--- src/rtl/obi_fifo_cut_if.sv ---
// obi_fifo_cut_if: OBI A/R channel bundle; mgr drives the request, sbr answers it
interface obi_fifo_cut_if #(
  parameter int AW = 32,
  parameter int DW = 32
);
  logic          req;
  logic          gnt;
  logic [AW-1:0] addr;
  logic          we;
  logic [DW-1:0] wdata;
  logic          rvalid;
  logic          rready;
  logic [DW-1:0] rdata;
  logic          err;
  modport mgr (output req, addr, we, wdata, rready, input gnt, rvalid, rdata, err);
  modport sbr (input req, addr, we, wdata, rready, output gnt, rvalid, rdata, err);
endinterface

--- src/rtl/obi_fifo_cut.sv ---
// obi_fifo_cut: OBI pipeline cut with A/R FIFOs and an outstanding-transaction limiter
module obi_fifo_cut_fifo #(
  parameter int W = 8,
  parameter int D = 2
) (
  input  logic         clk_i,
  input  logic         rst_i,
  input  logic         i_push,
  input  logic [W-1:0] i_data,
  input  logic         i_pop,
  output logic         o_full,
  output logic         o_empty,
  output logic [W-1:0] o_data
);
  localparam int PW = D > 1 ? $clog2(D) : 1;
  localparam int CW = $clog2(D + 1);
  localparam logic [PW-1:0] Last = PW'(D - 1);
  localparam logic [CW-1:0] Full = CW'(D);
  logic [W-1:0]  r_mem [2**PW];
  logic [PW-1:0] r_rd, r_wr;
  logic [CW-1:0] r_cnt;
  logic          w_push, w_pop;
  assign o_full  = r_cnt == Full;
  assign o_empty = r_cnt == '0;
  assign o_data  = r_mem[r_rd];
  assign w_push  = i_push && !o_full;
  assign w_pop   = i_pop && !o_empty;
  always_ff @(posedge clk_i)
    if (w_push) r_mem[r_wr] <= i_data;
  always_ff @(posedge clk_i) begin
    if (rst_i) begin
      r_rd  <= '0;
      r_wr  <= '0;
      r_cnt <= '0;
    end else begin
      if (w_push) r_wr <= r_wr == Last ? '0 : r_wr + PW'(1);
      if (w_pop) r_rd <= r_rd == Last ? '0 : r_rd + PW'(1);
      r_cnt <= r_cnt + CW'(w_push) - CW'(w_pop);
    end
  end
endmodule

module obi_fifo_cut #(
  parameter bit UseRReady = 1'b1,
  parameter int AW        = 32,
  parameter int DW        = 32,
  parameter int ADepth    = 2,
  parameter int RDepth    = 2,
  parameter int MaxTxn    = 4,
  parameter int CntW      = $clog2(MaxTxn + 1)
) (
  input  logic            clk_i,
  input  logic            rst_i,
  obi_fifo_cut_if.sbr     sbr_port,
  obi_fifo_cut_if.mgr     mgr_port,
  output logic [CntW-1:0] outstanding_o,
  output logic            r_overflow_o
);
  localparam int ATW = AW + 1 + DW;
  localparam int RTW = DW + 1;
  // Without rready the R FIFO must be able to absorb every outstanding response
  localparam int LimI = (UseRReady || RDepth == 0) ? MaxTxn : (MaxTxn < RDepth ? MaxTxn : RDepth);
  localparam logic [CntW-1:0] Lim = CntW'(LimI);
  logic [CntW-1:0] r_cnt;
  logic            w_credit, w_inc, w_dec;
  assign w_credit      = r_cnt < Lim;
  assign w_inc         = mgr_port.req && mgr_port.gnt;
  assign w_dec         = sbr_port.rvalid && (!UseRReady || sbr_port.rready);
  assign outstanding_o = rst_i ? '0 : r_cnt;
  always_ff @(posedge clk_i)
    if (rst_i) r_cnt <= '0;
    else if (w_inc && !w_dec) r_cnt <= r_cnt + CntW'(1);
    else if (w_dec && !w_inc && r_cnt != '0) r_cnt <= r_cnt - CntW'(1);
  if (ADepth == 0) begin : g_a_bypass
    assign sbr_port.gnt = !rst_i && mgr_port.gnt && w_credit;
    assign mgr_port.req = !rst_i && sbr_port.req && w_credit;
    assign {mgr_port.addr, mgr_port.we, mgr_port.wdata} = {sbr_port.addr, sbr_port.we, sbr_port.wdata};
  end else begin : g_a_fifo
    logic           w_full, w_empty;
    logic [ATW-1:0] w_head;
    obi_fifo_cut_fifo #(.W(ATW), .D(ADepth)) u_fifo (
      .clk_i,
      .rst_i,
      .i_push (sbr_port.req && sbr_port.gnt),
      .i_data ({sbr_port.addr, sbr_port.we, sbr_port.wdata}),
      .i_pop  (w_inc),
      .o_full (w_full),
      .o_empty(w_empty),
      .o_data (w_head)
    );
    assign sbr_port.gnt = !rst_i && !w_full;
    assign mgr_port.req = !rst_i && !w_empty && w_credit;
    assign {mgr_port.addr, mgr_port.we, mgr_port.wdata} = w_head;
  end
  if (RDepth == 0) begin : g_r_bypass
    assign mgr_port.rready = !rst_i && (!UseRReady || sbr_port.rready);
    assign sbr_port.rvalid = !rst_i && mgr_port.rvalid;
    assign {sbr_port.rdata, sbr_port.err} = {mgr_port.rdata, mgr_port.err};
    assign r_overflow_o = 1'b0;
  end else begin : g_r_fifo
    logic           w_full, w_empty, r_ovf;
    logic [RTW-1:0] w_head;
    obi_fifo_cut_fifo #(.W(RTW), .D(RDepth)) u_fifo (
      .clk_i,
      .rst_i,
      .i_push (mgr_port.rvalid && mgr_port.rready),
      .i_data ({mgr_port.rdata, mgr_port.err}),
      .i_pop  (w_dec),
      .o_full (w_full),
      .o_empty(w_empty),
      .o_data (w_head)
    );
    assign mgr_port.rready = !rst_i && (!UseRReady || !w_full);
    assign sbr_port.rvalid = !rst_i && !w_empty;
    assign {sbr_port.rdata, sbr_port.err} = w_head;
    assign r_overflow_o = r_ovf;
    // Only a subordinate ignoring the credit limit can hit a full FIFO here
    always_ff @(posedge clk_i)
      if (rst_i) r_ovf <= 1'b0;
      else if (!UseRReady && mgr_port.rvalid && w_full) r_ovf <= 1'b1;
  end
endmodule

--- src/flat_wrapper.sv ---
// flat-port wrapper written by rule: the top's interface ports become plain ports
module obi_fifo_cut_flat 
#(
  parameter bit UseRReady = 1'b1,
  parameter int AW        = 32,
  parameter int DW        = 32,
  parameter int ADepth    = 2,
  parameter int RDepth    = 2,
  parameter int MaxTxn    = 4,
  parameter int CntW      = $clog2(MaxTxn + 1)
)
  (clk_i, rst_i, outstanding_o, r_overflow_o, sbr_port_req, sbr_port_addr, sbr_port_we, sbr_port_wdata, sbr_port_rready, sbr_port_gnt, sbr_port_rvalid, sbr_port_rdata, sbr_port_err, mgr_port_req, mgr_port_addr, mgr_port_we, mgr_port_wdata, mgr_port_rready, mgr_port_gnt, mgr_port_rvalid, mgr_port_rdata, mgr_port_err);
  obi_fifo_cut_if #(.AW(AW), .DW(DW)) sbr_port_i ();
  obi_fifo_cut_if #(.AW(AW), .DW(DW)) mgr_port_i ();
  input  logic clk_i;
  input  logic rst_i;
  output logic [CntW-1:0] outstanding_o;
  output logic r_overflow_o;
  input wire logic [$bits(sbr_port_i.req)-1:0] sbr_port_req;
  input wire logic [$bits(sbr_port_i.addr)-1:0] sbr_port_addr;
  input wire logic [$bits(sbr_port_i.we)-1:0] sbr_port_we;
  input wire logic [$bits(sbr_port_i.wdata)-1:0] sbr_port_wdata;
  input wire logic [$bits(sbr_port_i.rready)-1:0] sbr_port_rready;
  output wire logic [$bits(sbr_port_i.gnt)-1:0] sbr_port_gnt;
  output wire logic [$bits(sbr_port_i.rvalid)-1:0] sbr_port_rvalid;
  output wire logic [$bits(sbr_port_i.rdata)-1:0] sbr_port_rdata;
  output wire logic [$bits(sbr_port_i.err)-1:0] sbr_port_err;
  output wire logic [$bits(mgr_port_i.req)-1:0] mgr_port_req;
  output wire logic [$bits(mgr_port_i.addr)-1:0] mgr_port_addr;
  output wire logic [$bits(mgr_port_i.we)-1:0] mgr_port_we;
  output wire logic [$bits(mgr_port_i.wdata)-1:0] mgr_port_wdata;
  output wire logic [$bits(mgr_port_i.rready)-1:0] mgr_port_rready;
  input wire logic [$bits(mgr_port_i.gnt)-1:0] mgr_port_gnt;
  input wire logic [$bits(mgr_port_i.rvalid)-1:0] mgr_port_rvalid;
  input wire logic [$bits(mgr_port_i.rdata)-1:0] mgr_port_rdata;
  input wire logic [$bits(mgr_port_i.err)-1:0] mgr_port_err;
  assign sbr_port_i.req = sbr_port_req;
  assign sbr_port_i.addr = sbr_port_addr;
  assign sbr_port_i.we = sbr_port_we;
  assign sbr_port_i.wdata = sbr_port_wdata;
  assign sbr_port_i.rready = sbr_port_rready;
  assign sbr_port_gnt = sbr_port_i.gnt;
  assign sbr_port_rvalid = sbr_port_i.rvalid;
  assign sbr_port_rdata = sbr_port_i.rdata;
  assign sbr_port_err = sbr_port_i.err;
  assign mgr_port_req = mgr_port_i.req;
  assign mgr_port_addr = mgr_port_i.addr;
  assign mgr_port_we = mgr_port_i.we;
  assign mgr_port_wdata = mgr_port_i.wdata;
  assign mgr_port_rready = mgr_port_i.rready;
  assign mgr_port_i.gnt = mgr_port_gnt;
  assign mgr_port_i.rvalid = mgr_port_rvalid;
  assign mgr_port_i.rdata = mgr_port_rdata;
  assign mgr_port_i.err = mgr_port_err;
  obi_fifo_cut #(.UseRReady(UseRReady), .AW(AW), .DW(DW), .ADepth(ADepth), .RDepth(RDepth), .MaxTxn(MaxTxn), .CntW(CntW)) u_core (.clk_i(clk_i), .rst_i(rst_i), .sbr_port(sbr_port_i), .mgr_port(mgr_port_i), .outstanding_o(outstanding_o), .r_overflow_o(r_overflow_o));
endmodule
--- config.mk ---
export PLATFORM = sky130hd
export DESIGN_NAME = obi_fifo_cut_flat
export DESIGN_NICKNAME = d
export VERILOG_FILES = /design/src/rtl/obi_fifo_cut_if.sv /design/src/rtl/obi_fifo_cut.sv /design/src/flat_wrapper.sv
export SDC_FILE = /design/constraint.sdc
export NUM_CORES = 1
export LEC_CHECK = 0
export ABC_AREA = 1
export CAP_MARGIN = 20
export CORE_MARGIN = 1.5
export CORE_UTILIZATION = 53
export CTS_CLUSTER_DIAMETER = 60
export CTS_CLUSTER_SIZE = 14
export DETAILED_ROUTE_END_ITERATION = 8
export PLACE_DENSITY = 0.94
export SETUP_SLACK_MARGIN = 0.05
export SYNTH_ARGS = -nofsm -noshare
export SYNTH_HDL_FRONTEND = slang
export SYNTH_HIERARCHICAL = 1
export SYNTH_SLANG_ARGS = --single-unit
--- constraint.sdc ---
create_clock -name clk_i -period 6.7 [get_ports clk_i]
set_input_delay 1.005 -clock clk_i [delete_from_list [all_inputs] [get_ports clk_i]]
set_output_delay 1.005 -clock clk_i [all_outputs]
set_load 0.02 [all_outputs]
==> impl_summary.md, run 1 <==
CTS
The TritonCTS buffer count is 19. The clock sink count is 209. The CTS tree is yes. The total number of H-tree levels is 1. The post-CTS clock slew at the launch and capture registers of the worst setup and hold paths is ~0.06 ns. In this run the post-CTS setup repair buffer count came out at 0. The number of hold buffers added after CTS is 0.

The post-cts gate resize count is 0. No sink is reached through more buffers than the 3 on the longest clock path. At the later pin of the worst-skew pair, clock insertion delay measures a little under 0.5 ns. The root buffer cell is sky130_fd_sc_hd__clkbuf_16.

STA
The number of failing hold endpoints at the final stage is 0. At the pin with the least slew margin, the transition time is 1.06 ns. For the final routed database, the setup TNS stands at 0 ns. Setup violations remaining at the end of the flow were counted as 0.

Of the available clock period, the critical path in the final layout requires 0.550. The max-slew violation total from the final report is 0. The relative max-transition margin is 0.292. The shortest period the worst path allows is 3.69 ns. Setup repair after global routing left no endpoint under its margin.

The worst-case hold slack is about 0.52 ns. The fmax is roughly 270 MHz. The final clock skew is 0.0300 ns.

Logic synthesis
The top cell type by total area after synthesis is sky130_fd_sc_hd__edfxtp_1. The dominant register cell in the synthesized netlist is sky130_fd_sc_hd__edfxtp_1. Yosys mapped a number of flops with a built-in enable equal to 196. In the post-synthesis netlist, the biggest area contributors are sky130_fd_sc_hd__edfxtp_1 (71%), sky130_fd_sc_hd__mux2_4 (15%), sky130_fd_sc_hd__dfxtp_1 (3.1%).

The synthesized instance count is 429. Each instance of the synthesized netlist takes up on average ~19 um2. The mapped netlist covers 8280 um2. Of the post-synthesis cell area, the dominant cell type holds 0.711.

The netlist uses 28 different library cells. The number of nets in the synthesized netlist is 538. The fraction of the yosys area taken by sequential cells is 0.742. For this run, the number of Yosys warnings is 6. Of all flip-flops after synthesis, the portion carrying an async set or reset was 0. In this run, synthesis produced a sequential element count of 209.

Global routing
The number of global-route vias before repair is 4,624. The first global-routing pass estimated 24,200 um of wire. The initial antenna violation count is 0. The remaining global-route overflow is 0. The pin count of the biggest net entering global routing is 66. For this run, the total global-route usage over all layers was measured as 0.194.

Power
Cell internal power was estimated by the tool at 2.20 mW. The static leakage power is roughly 4.0 nW. The combinational share of power is 0.115. Of the total power, the share spent switching nets is 0.217. The analysis attributes to net switching a power of 0.608 mW. The share of total power dissipated in sequential elements is 0.537. The ratio of total power to cell area is 253 nW/um2. The portion of total power attributed to the clock network is 0.348. IR analysis of the VDD net gives a maximum drop of ~0.21 mV.

Worst setup path
The largest fanout on the critical path is 13. The maximum single-stage delay on the critical path is 0.69 ns. The critical path goes through clkdlybuf4s50_1 > inv_8 > nand2_4 > nor2_8 > clkdlybuf4s50_1. The library cell contributing the largest single delay on the critical path is sky130_fd_sc_hd__clkdlybuf4s50_1. The capturing element type of the critical path is an output port. The endpoint required time on the critical path is 5.69 ns. The worst endpoint data arrival time is 2.68 ns. The most common cell type on the critical path is sky130_fd_sc_hd__clkdlybuf4s50_1. The worst setup path is launched from an input pin. By startpoint and endpoint, the worst setup path is classified as input pin to output port.

Final layout
For this run, the post-layout net count is 758. Leaving out fill and tap cells, the most frequent cells in the layout are sky130_fd_sc_hd__clkdlybuf4s50_1 (208), sky130_fd_sc_hd__edfxtp_1 (196), sky130_fd_sc_hd__mux2_4 (80). Leaving out fill and tap cells, the most frequent cell in the layout is sky130_fd_sc_hd__clkdlybuf4s50_1. After the flow finishes, the layout carries non-filler instances totaling 874. Once layout is complete, the utilization of the core stands at 0.727. The area growth from synthesis to layout is 33.9%. Of the cells placed in the final design, the portion with a size suffix greater than 1 is 0.213.

Min path
The tightest min-delay check is of the flip-flop to flip-flop type.

Floorplanning
The die footprint is approximately 16,000 um2. The initialized floorplan defines 45 standard-cell rows. After floorplanning, the core was sized to cover 15,300 um2. From bottom edge to top edge, the die measures 128 um.

During I/O placement, the number of pins put on the boundary was 210. The effective utilization at floorplan is 0.543. Measured along the x axis, the die boundary spans 128 um.

Route
The total number of vias is 4,384. After detailed routing, the average wire length per cell comes to ~18 um. The total met2 wirelength after detailed routing is between 8000 and 9000 um. The length of routed wiring on met1 is approximately 6000 um. The top routing layer in use is met4. The final layout contains routed wiring with a total length of approximately 16,000 um. The violation count after the first detailed-routing iteration is about 260. After detailed routing, the met3 layer carries 771 um of wire. The post-detailed-route via-to-cell ratio is 5.02. The post-detailed-route DRC marker count is 0. The number of nets with antenna violations after detailed routing is 0. The first detailed-routing pass ran for 6 iterations.

Placement
The wire-length estimate of the detail-placed layout is around 11,000 um. The global placer's final weighted congestion is 0.805. Port buffering added 208 buffers. The placed cell count is 838.

Run
The max-capacitance violation count is 0.

Run status
The run finished with clean final reports.
-- worst max-delay path, delay by kind of cell --
kind | cells | cell delay [ns]
buffers and inverters | 3 | 1.49
AND/OR/NAND/NOR | 2 | 0.18
-- stage by stage --
| stage | cell area [um2] | setup slack [ns] | total power [mW] |
|---|---|---|---|
| 3_5_place_dp | 10500 | 2.97 | 1.86 |
| 2_1_floorplan | 8280 | 1.96 | 1.69 |
| 5_1_grt | 11100 | 2.92 | 2.90 |
| 3_3_place_gp | 10500 | 3.05 | 1.84 |
| 4_1_cts | 11100 | 3.01 | 2.83 |
| 6_report | 11100 | 3.01 | 2.81 |
-- synth_stat cells (2+ instances only) --
| cell type | instances |
|---|---|
| sky130_fd_sc_hd__buf_12 | 3 |
| sky130_fd_sc_hd__nor3b_1 | 2 |
| sky130_fd_sc_hd__edfxtp_1 | 196 |
| sky130_fd_sc_hd__mux2_2 | 18 |
| sky130_fd_sc_hd__buf_6 | 8 |
| sky130_fd_sc_hd__nand2_1 | 18 |
| sky130_fd_sc_hd__nand2_4 | 2 |
| sky130_fd_sc_hd__nand3_2 | 2 |
| sky130_fd_sc_hd__ha_1 | 4 |
| sky130_fd_sc_hd__mux2_4 | 80 |
| sky130_fd_sc_hd__nor2_1 | 29 |
| sky130_fd_sc_hd__o21ai_1 | 2 |
| sky130_fd_sc_hd__inv_1 | 27 |
| sky130_fd_sc_hd__nand3_1 | 9 |
| sky130_fd_sc_hd__a21oi_1 | 4 |
| sky130_fd_sc_hd__dfxtp_1 | 13 |
-- layer usage --
layer	vias up	track usage
met2	158	0.367
met4	0	0.0727
met3	42	0.0301
met1	2151	0.220
met5	-	0
li1	2033	-
-- area by class of cell --
class,count,area (um2)
diodes,1,2.50
clock buffers,31,520
clock inverters,3,30.0
fillers,902,4170
inverters,30,123
multi-input cells,177,1870
flip-flops and latches,209,6150
well taps,211,264
repair buffers,212,2130
-- registers in the layout, indices dropped and copies added, names as in the netlist, named ones only --
name,count
u_core/g_a_fifo.u_fifo/r_rd,1
u_core/g_a_fifo.u_fifo/r_mem,130
u_core/g_a_fifo.u_fifo/r_wr,1
u_core/g_r_fifo.u_fifo/r_mem,66
u_core/r_cnt,3
u_core/g_r_fifo.u_fifo/r_rd,1
u_core/g_r_fifo.u_fifo/r_cnt,2
u_core/g_r_fifo.u_fifo/r_wr,1
u_core/g_a_fifo.u_fifo/r_cnt,2
-- cells by family (layout without fill, tap and decap cells) --
group	Yosys count	in the layout	synth area share
other	1	2	0.000453
AND/OR/NAND/NOR	66	66	0.0403
multiplexers	98	98	0.170
buffers and inverters	43	276	0.0344
adder cells (fa/ha/maj)	5	5	0.00846
flip-flops	209	209	0.742
AO/OA/AOI/OAI	7	7	0.00468
-- power by group through the flow --
stage	logic, mW	clock network [mW]	registers, mW
finish	0.322	0.975	1.51
CTS	0.322	0.997	1.51
floorplan	0.163	0	1.53
global route	0.342	1.05	1.51
global placement	0.309	0	1.53
detailed placement	0.319	0	1.54
-- worst paths after layout --
path	startpoint	endpoint	slack, ns	cells past startpoint
worst max-delay path	rst_i	mgr_port_req	3.01	5
worst min-delay path	u_core/g_r_fifo.u_fifo/r_rd	flip-flop	0.52	2
worst max register to register	u_core/g_a_fifo.u_fifo/r_cnt[0]	u_core/g_a_fifo.u_fifo/r_mem[0][27]	4.17	7
worst min register to register	u_core/g_r_fifo.u_fifo/r_rd	flip-flop	0.52	2
No activity file was read; power rests on OpenSTA's default activity.
==> inputs of run 2 (changes only) <==
--- a/config.mk
+++ b/config.mk
@@ -8,11 +8,11 @@
 export ABC_AREA = 1
 export CAP_MARGIN = 20
 export CORE_MARGIN = 1.5
-export CORE_UTILIZATION = 53
+export CORE_UTILIZATION = 49
 export CTS_CLUSTER_DIAMETER = 60
 export CTS_CLUSTER_SIZE = 14
 export DETAILED_ROUTE_END_ITERATION = 8
-export PLACE_DENSITY = 0.94
+export PLACE_DENSITY = 0.89
 export SETUP_SLACK_MARGIN = 0.05
 export SYNTH_ARGS = -nofsm -noshare
 export SYNTH_HDL_FRONTEND = slang
==> constraint.sdc (replaced) <==
create_clock -name clk_i -period 3.4 [get_ports clk_i]
set_input_delay 0.51 -clock clk_i [delete_from_list [all_inputs] [get_ports clk_i]]
set_output_delay 0.51 -clock clk_i [all_outputs]
set_load 0.02 [all_outputs]
==> run 2 against run 1 <==
  * Sequential cell count unchanged
  * Global-route usage fell by 1.1 points
  * Via count shrank 0.14%
  * Critical path type is now flip-flop to output port
  * Critical endpoint is now sbr_port_rdata[6]
  * Highest routed layer unchanged
==> impl_summary.md, run 2 (synthesized netlist as in run 1, its figures left out) <==
Worst setup path
The capturing element type of the critical path is an output port. The endpoint required time on the critical path is a little under 3 ns. For the worst setup path, the data arrival time is 2.44 ns. The startpoint of the worst-slack reg-to-reg timing path is u_core/g_r_fifo.u_fifo/r_cnt[0]. The class of the most critical setup path is flip-flop to output port. Of all nets on the critical path, the largest fanout is 20. STA classifies the critical path startpoint as a flip-flop.

Final layout
The library cell used most frequently in the layout, excluding fill and tap cells, is sky130_fd_sc_hd__clkdlybuf4s50_1. The proportion of layout cells with a drive suffix above 1 is 0.215. The filler cells instantiated in the layout total 1,091.

The register bank with the most flops is u_core/g_a_fifo.u_fifo/r_mem. In the final layout, the registers with the most flip-flops are u_core/g_a_fifo.u_fifo/r_mem x130, u_core/g_r_fifo.u_fifo/r_mem x66, u_core/r_cnt x3. The final net count is 762. In the layout the commonest cells are sky130_fd_sc_hd__clkdlybuf4s50_1 (208), sky130_fd_sc_hd__edfxtp_1 (196), sky130_fd_sc_hd__mux2_4 (80). The flip-flop count of the largest register after layout is 130. The area growth from synthesis to layout is 34.4%.

Run
The tool flagged a number of max-cap violations equal to 0.

Route
The total number of vias is 4,378. In the final routed layout, each cell accounts on average for 18.6 um. The count of nets left with antenna violations once routing finished came out at 0. Summed over all layers, the routed wires come to 16,500 um. The first detailed-routing pass took 4 iterations. The violation count after the first detailed-routing iteration is 249. The post-detailed-route via-to-cell ratio is 4.94. The post-detailed-route DRC marker count is 0.

STA
The transition time of the tightest slew-check pin is 0.660 ns. The number of setup violations in the final report is 0. Subtracting the final worst setup slack from the clock period gives 2.95 ns. On the final layout, the worst clock skew is 0.00416 ns. The relative max-transition margin is 0.560.

In the finished design, the share of the clock period the worst path needs comes to 0.868. The max-slew violation total from the final report is 0. Setup repair after global routing left no endpoint under its margin. The post-route setup TNS is 0 ns.

Timing would allow up to 339 MHz. The number of failing hold endpoints at the final stage is 0. The worst-case hold slack is 0.525 ns.

Global routing
The remaining global-route overflow is 0. The number of global-route vias before repair is between 4,000 and 5,000. The wire length of the first global-routing pass is approximately 25,000 um. The initial antenna violation count is 1. Entering global routing, the biggest net connects 66 pins. Across every metal layer, demand over resource in global routing totals 0.183.

CTS
The post-cts gate resize count is 0. The maximum number of buffers from clock root to sink is 3. Clock-pin slew was measured on the worst setup and hold paths at 0.06 ns. The later pin in the worst-skew pair is clocked with a latency of 0.47 ns. The root buffer cell chosen for the clock tree is sky130_fd_sc_hd__clkbuf_16. CTS saw 209 sinks. The number of clock buffers added by TritonCTS is 18.

TritonCTS built the clock tree. The number of hold buffers added after CTS is 0. CTS built an H-tree with a depth of 1.

After clock tree synthesis, the setup repair step added 0 buffers.

Power
In this run the static leakage power is 3.97 nW. The maximum VDD drop is between 0.3 and 0.4 mV. Total power for the finished layout comes to approximately 5.5 mW. Dividing total power by cell area gives a power density of between 400 and 500 nW/um2.

Floorplanning
For this design the top-level I/O count stands at 210. The initial utilization of the core area, before any placement, comes to 0.501. The width of the chip is 133 um. The area of the core region is between 15,000 and 20,000 um2.

After floorplanning, the core was divided into 47 placement rows. The die span in y is 133 um. The die footprint is ~18,000 um2.

Run status
The flow ran to the end, and the final reports show no timing, DRC or antenna violations.

Placement
The sum of net half-perimeters after detailed placement is roughly 11,000 um. The count of buffers inserted at the top-level ports is 208. The global placer's final weighted congestion is 0.812.

Min path
The worst min-delay path class is flip-flop to flip-flop. The hold path startpoint is u_core/g_a_fifo.u_fifo/r_rd.
==> run 2: cell types whose count changed in the layout (fill, tap and decap cells not counted) <==
cell / delta
sky130_fd_sc_hd__buf_12: +3
sky130_fd_sc_hd__buf_4: +3
sky130_fd_sc_hd__buf_16: -1
sky130_fd_sc_hd__clkbuf_1: +1
sky130_fd_sc_hd__clkinv_2: -1
sky130_fd_sc_hd__clkinv_8: -1
sky130_fd_sc_hd__inv_6: -1
==> run 2: where the power goes <==
part           internal [mW]  switching [mW]  leakage [nW]
Combinational          0.345           0.299          1.82
Sequential              2.93          0.0387          1.90
Clock                   1.04           0.822         0.249
Total                   4.32            1.16          3.97
==> run 2: worst paths after layout <==
path                                                        end  slack [ns]  cells after the start
worst max-delay path                          sbr_port_rdata[6]        0.45                      3
worst min-delay path                                  flip-flop        0.53                      2
worst max register to register  u_core/g_r_fifo.u_fifo/r_cnt[1]        1.17                     12
worst min register to register                        flip-flop        0.53                      2
==> run 2: metal layers <==
metal	vias to the layer above	wire, um	GRT usage
met4	0	624	0.0757
met3	40	705	0.0245
met2	135	8950	0.345
li1	2036	-	-
met1	2167	6180	0.207
met5	-	0	0
==> run 2: critical path: stages (launching register included) <==
cell	delay (ns)
sky130_fd_sc_hd__dfxtp_2	0.75
sky130_fd_sc_hd__buf_4	0.34
sky130_fd_sc_hd__mux2_4	0.32
sky130_fd_sc_hd__clkdlybuf4s50_1	0.55
==> run 2: layout make-up <==
class,instances,area [um2],area share
clock buffers,32,524,0.0471
flip-flops and latches,209,6150,0.553
repair buffers,217,2190,0.197
well taps,220,275,0.0247
multi-input cells,177,1870,0.168
inverters,30,123,0.0110
diodes,1,2.50,0.000225
==> run 2: stage by stage <==
stage / cell area [um2] / util / worst slack [ns] / cells
3_5_place_dp: 10600 / 0.642 / 0.474 / 853
3_3_place_gp: 10600 / 0.642 / 0.665 / 853
4_1_cts: 11100 / 0.673 / 0.423 / 885
6_report: 11100 / 0.673 / 0.449 / 886
5_1_grt: 11100 / 0.673 / 0.373 / 886
2_1_floorplan: 8280 / - / 0.238 / 429
==> variant 1 (config.mk and constraints of run 2) <==
`DW` is set to 32 in 3 places; all go to 16.
--- a/src/rtl/obi_fifo_cut_if.sv
+++ b/src/rtl/obi_fifo_cut_if.sv
@@ -1,7 +1,7 @@
 // obi_fifo_cut_if: OBI A/R channel bundle; mgr drives the request, sbr answers it
 interface obi_fifo_cut_if #(
   parameter int AW = 32,
-  parameter int DW = 32
+  parameter int DW = 16
 );
   logic          req;
   logic          gnt;
--- a/src/rtl/obi_fifo_cut.sv
+++ b/src/rtl/obi_fifo_cut.sv
@@ -43,7 +43,7 @@
 module obi_fifo_cut #(
   parameter bit UseRReady = 1'b1,
   parameter int AW        = 32,
-  parameter int DW        = 32,
+  parameter int DW        = 16,
   parameter int ADepth    = 2,
   parameter int RDepth    = 2,
   parameter int MaxTxn    = 4,
--- a/src/flat_wrapper.sv
+++ b/src/flat_wrapper.sv
@@ -3,7 +3,7 @@
 #(
   parameter bit UseRReady = 1'b1,
   parameter int AW        = 32,
-  parameter int DW        = 32,
+  parameter int DW        = 16,
   parameter int ADepth    = 2,
   parameter int RDepth    = 2,
   parameter int MaxTxn    = 4,
Ports: changed (resized mgr_port_rdata, mgr_port_wdata, sbr_port_rdata and sbr_port_wdata); port bits go from 210 to 146. No check against the original RTL was run, so the function may have changed too.
==> variant 1 against run 2 <==
- wire length decreased by 32%
- synthesized cell count shrank 23%
- power is 19% lower
- setup slack gained 150 ps
- cell area decreased by 29%
- clock power increased by 5%
- area after synthesis fell by 31%
- sequential cell count fell by 64
==> variant 1: results (changes against run 2) <==
slowest cell delay on critical path 640 ps (was 750 ps); H-tree depth 4 (was 1); worst r2r path cells 13 (was 12); clk sinks 145 (was 209); hold_ws 521 ps (was 525 ps); clk_lat worst skew 410 ps (was 470 ps); flop-to-flop setup slack 1230 ps (was 1170 ps); Seq/Total Area, Yosys 74.0% (was 74.2%); commonest cells in the netlist 132 x edfxtp_1, 46 x mux2_2, 29 x nor2_1 (was 196 x edfxtp_1, 80 x mux2_4, 29 x nor2_1); min-delay src u_core/g_r_fifo.u_fifo/r_wr (was u_core/g_a_fifo.u_fifo/r_rd); layout cells sized above 1 23.6% (was 21.5%); Nets 565 (was 762); R2R Path Start u_core/g_a_fifo.u_fifo/r_cnt[1] (was u_core/g_r_fifo.u_fifo/r_cnt[0]); DP Area 7320 µm² (was 10,600 µm²); Adder-Cell Fraction of Synth Area 1.23% (was 0.846%); router iterations before antenna repair 5 (was 4); worst r2r dst u_core/g_a_fifo.u_fifo/r_cnt[1] (was u_core/g_r_fifo.u_fifo/r_cnt[1]); initial antenna violation count 0 (was 1); Synth Area in Compound Gates 0.679% (was 0.468%); crit-path max FO 32 (was 20); number of antenna diodes 0 (was 1); drt initial violations 153 (was 249); Detailed Route WL 11.2 mm (was 16.5 mm); GPL Wtd Cong 0.761 (was 0.812); via count of the routed design 3,249 (was 4,378); mux cell area share after synthesis 14.3% (was 17.0%); status completed (unchanged); largest registers u_core/g_a_fifo.u_fifo/r_mem x98, u_core/g_r_fifo.u_fifo/r_mem x34, u_core/r_cnt x3 (was u_core/g_a_fifo.u_fifo/r_mem x130, u_core/g_r_fifo.u_fifo/r_mem x66, u_core/r_cnt x3); EDFF count, synth 132 (was 196); Worst Skew 5.77 ps (was 4.16 ps); Internal 3.50 mW (was 4.32 mW); CTS buffer count 17 (was 18); first-pass GRT wire length 17.3 mm (was 24.9 mm); Lkg Pwr 2.86 nW (was 3.97 nW)
==> variant 1: cell type report <==
cell class                      instances  area [µm²]  area share (%)
Sequential cell                       145        4230            53.1
Timing Repair Buffer                  149        1520            19.1
Multi-Input combinational cell        145        1270            16.0
Clock buffer                           17         425            5.35
Clock inverter                         15         210            2.64
Tap cell                              143         179            2.25
Inverter                               30         123            1.54
==> variant 1: per-layer routing <==
metal / routed length [µm] / up-vias
li1: - / 1522
met1: 4180 / 1592
met2: 6080 / 114
met3: 698 / 21
met4: 278 / 0
met5: 0 / -
==> variant 1: worst register-to-register path: cells and delay by family (launching register included) <==
kind	cells	cell delay (ps)
DFF	1	330
AOI/OAI and AO/OA	1	150
adders and majority gates	2	510
and+or+nand+nor	6	840
buffers and inverters	4	230
==> variant 1: cells by family (layout without fill, tap and decap cells) <==
kind of cell,Yosys count,in the layout
and+or+nand+nor,66,66
DFF,145,145
AOI/OAI and AO/OA,7,7
buffers and inverters,39,211
muxes,66,66
other,1,1
adders and majority gates,5,5
==> variant 1: power groups by stage <==
stage,combinational (mW),sequential (mW),clock (mW)
floorplan,0.227,2.08,0
global placement,0.440,2.08,0
detailed placement,0.454,2.09,0
CTS,0.457,2.05,2.00
global route,0.482,2.06,2.06
finish,0.453,2.05,1.95
==> variant 1: how the worst max path moves through the flow <==
| stage | from | to | cells after the start |
|---|---|---|---|
| floorplan | rst_i | u_core/g_a_fifo.u_fifo/r_mem[0][0] | 4 |
| global placement | rst_i | u_core/g_a_fifo.u_fifo/r_cnt[1] | 10 |
| detailed placement | rst_i | u_core/g_a_fifo.u_fifo/r_cnt[1] | 10 |
| CTS | register | mgr_port_wdata[11] | 3 |
| global route | register | mgr_port_addr[6] | 3 |
| finish | register | mgr_port_addr[6] | 3 |
==> variant 1: metrics by stage <==
stage          power, mW  setup slack (ps)  instances  utilization, %
2_1_floorplan       2.31               659        329               -
3_3_place_gp        2.52               696        612            64.3
4_1_cts             4.51               568        644            69.9
3_5_place_dp        2.54               551        612            64.3
5_1_grt             4.60               488        644            69.9
6_report            4.45               599        644            69.9
==> variant 2 (flow settings as in run 2) <==
Without the edit above. `UseRReady` is set to 1'b1 in 2 places; all go to 1'b0.
--- a/src/rtl/obi_fifo_cut.sv
+++ b/src/rtl/obi_fifo_cut.sv
@@ -41,7 +41,7 @@
 endmodule
 
 module obi_fifo_cut #(
-  parameter bit UseRReady = 1'b1,
+  parameter bit UseRReady = 1'b0,
   parameter int AW        = 32,
   parameter int DW        = 32,
   parameter int ADepth    = 2,
--- a/src/flat_wrapper.sv
+++ b/src/flat_wrapper.sv
@@ -1,7 +1,7 @@
 // flat-port wrapper written by rule: the top's interface ports become plain ports
 module obi_fifo_cut_flat 
 #(
-  parameter bit UseRReady = 1'b1,
+  parameter bit UseRReady = 1'b0,
   parameter int AW        = 32,
   parameter int DW        = 32,
   parameter int ADepth    = 2,
Function: changed (Yosys sat finds a counterexample within 4 cycles, from zero or initial values and one cycle with rst_i high).
==> variant 2 against run 2 <==
- fmax about the same
- area after synthesis up 0.14%
- power up 1.8%
- sequential cell count up 1
- wire length up 1.6%
- register-to-register slack better by 120 ps
- non-clock buffer count up 1
- clock power about the same
- cell area up 0.17%
- setup slack better by 2.9 ps
- critical endpoint is now mgr_port_addr[25]
- largest cell class unchanged
==> variant 2: results (changes against run 2) <==
status completed (unchanged); Nets 763 (was 762); Seq/Total Area, Yosys 74.4% (was 74.2%); flop-to-flop setup slack 1290 ps (was 1170 ps); top area cells in the synthesized netlist edfxtp_1 71%, mux2_4 14%, dfxtp_1 3.4% (was edfxtp_1 71%, mux2_4 15%, dfxtp_1 3.1%); Detailed Route WL 16.7 mm (was 16.5 mm); total track usage 18.6% (was 18.3%); met3 usage 2.78% (was 2.45%); pin count of the biggest net entering global routing 46 (was 66); DP Area 10,600 µm² (about the same); dpl cells 854 (was 853); R2R Path Start u_core/g_a_fifo.u_fifo/r_cnt[0] (was u_core/g_r_fifo.u_fifo/r_cnt[0]); Syn Nets 537 (was 538); GR Util met1 20.9% (was 20.7%); drt initial violations 256 (was 249); number of antenna diodes 0 (was 1); Setup Slack @ Placement 641 ps (was 474 ps); Crit-path slowest cell dfxtp_4 (was dfxtp_2); detailed-route wire length per cell 18.9 µm (was 18.6 µm); worst r2r dst u_core/g_a_fifo.u_fifo/r_mem[0][48] (was u_core/g_r_fifo.u_fifo/r_cnt[1]); first-pass GRT wire length 25.6 mm (was 24.9 mm); mean post-synth cell area 19.4 µm² (was 19.3 µm²); commonest cells in the netlist 196 x edfxtp_1, 80 x mux2_4, 30 x inv_1 (was 196 x edfxtp_1, 80 x mux2_4, 29 x nor2_1); detailed placement HPWL 11.8 mm (was 11.4 mm); Worst Skew 7.67 ps (was 4.16 ps); Max VDD drop 395 µV (was 362 µV)
variant 2: cell types whose count changed after synthesis, moves of 2 or more:
cell,change
nor2_1,-4
a21oi_1,+3
inv_1,+3
nand2_2,+3
nand2_1,+2
o21ai_1,-2
variant 2: metrics by stage:
stage	util (%)	power, mW
after CTS	67.2	5.63
after detailed placement	64.1	3.77
final	67.2	5.58
after floorplan	-	3.41
after global routing	67.2	5.78
after global placement	64.1	3.73
variant 2: cell type report:
class                           count  area (µm²)
Sequential cell                   210        6170
Fill cell                        1104        5440
Timing Repair Buffer              218        2190
Multi-Input combinational cell    176        1870
Clock buffer                       32         524
Tap cell                          220         275
Inverter                           30         113
variant 2: power breakdown:
group / switching, mW / total (mW) / internal [mW]
Sequential: 0.0485 / 3.00 / 2.95
Clock: 0.822 / 1.86 / 1.04
Combinational: 0.336 / 0.716 / 0.380
Total: 1.21 / 5.58 / 4.37
variant 2: metal layers:
layer / vias up / wire [µm]
li1: 2041 / -
met2: 157 / 9190
met4: 0 / 517
met3: 35 / 729
met5: - / 0
met1: 2171 / 6280
variant 2: worst max path at each step:
stage | to | slack [ps] | cells past startpoint
CTS | mgr_port_addr[25] | 400 | 3
floorplan | u_core/g_a_fifo.u_fifo/r_mem[0][0] | 220 | 4
global placement | sbr_port_rvalid | 780 | 5
detailed placement | u_core/g_r_fifo.u_fifo/r_cnt[1] | 640 | 11
finish | mgr_port_addr[25] | 450 | 3
global route | mgr_port_addr[25] | 350 | 3
variant 2: logic make-up after synthesis:
group	Yosys count	share of synthesized area, %
flip-flops	210	74.4
multiplexers	98	16.9
AND/OR/NAND/NOR	64	4.01
buffers and inverters	42	3.23
AO/OA/AOI/OAI	9	0.634
adder cells (fa/ha/maj)	5	0.845
variant 2: critical path, delay by kind of cell (launching register included):
family,cells,cell delay (ps)
mux,1,360
flops,1,720
buf+inv,2,870
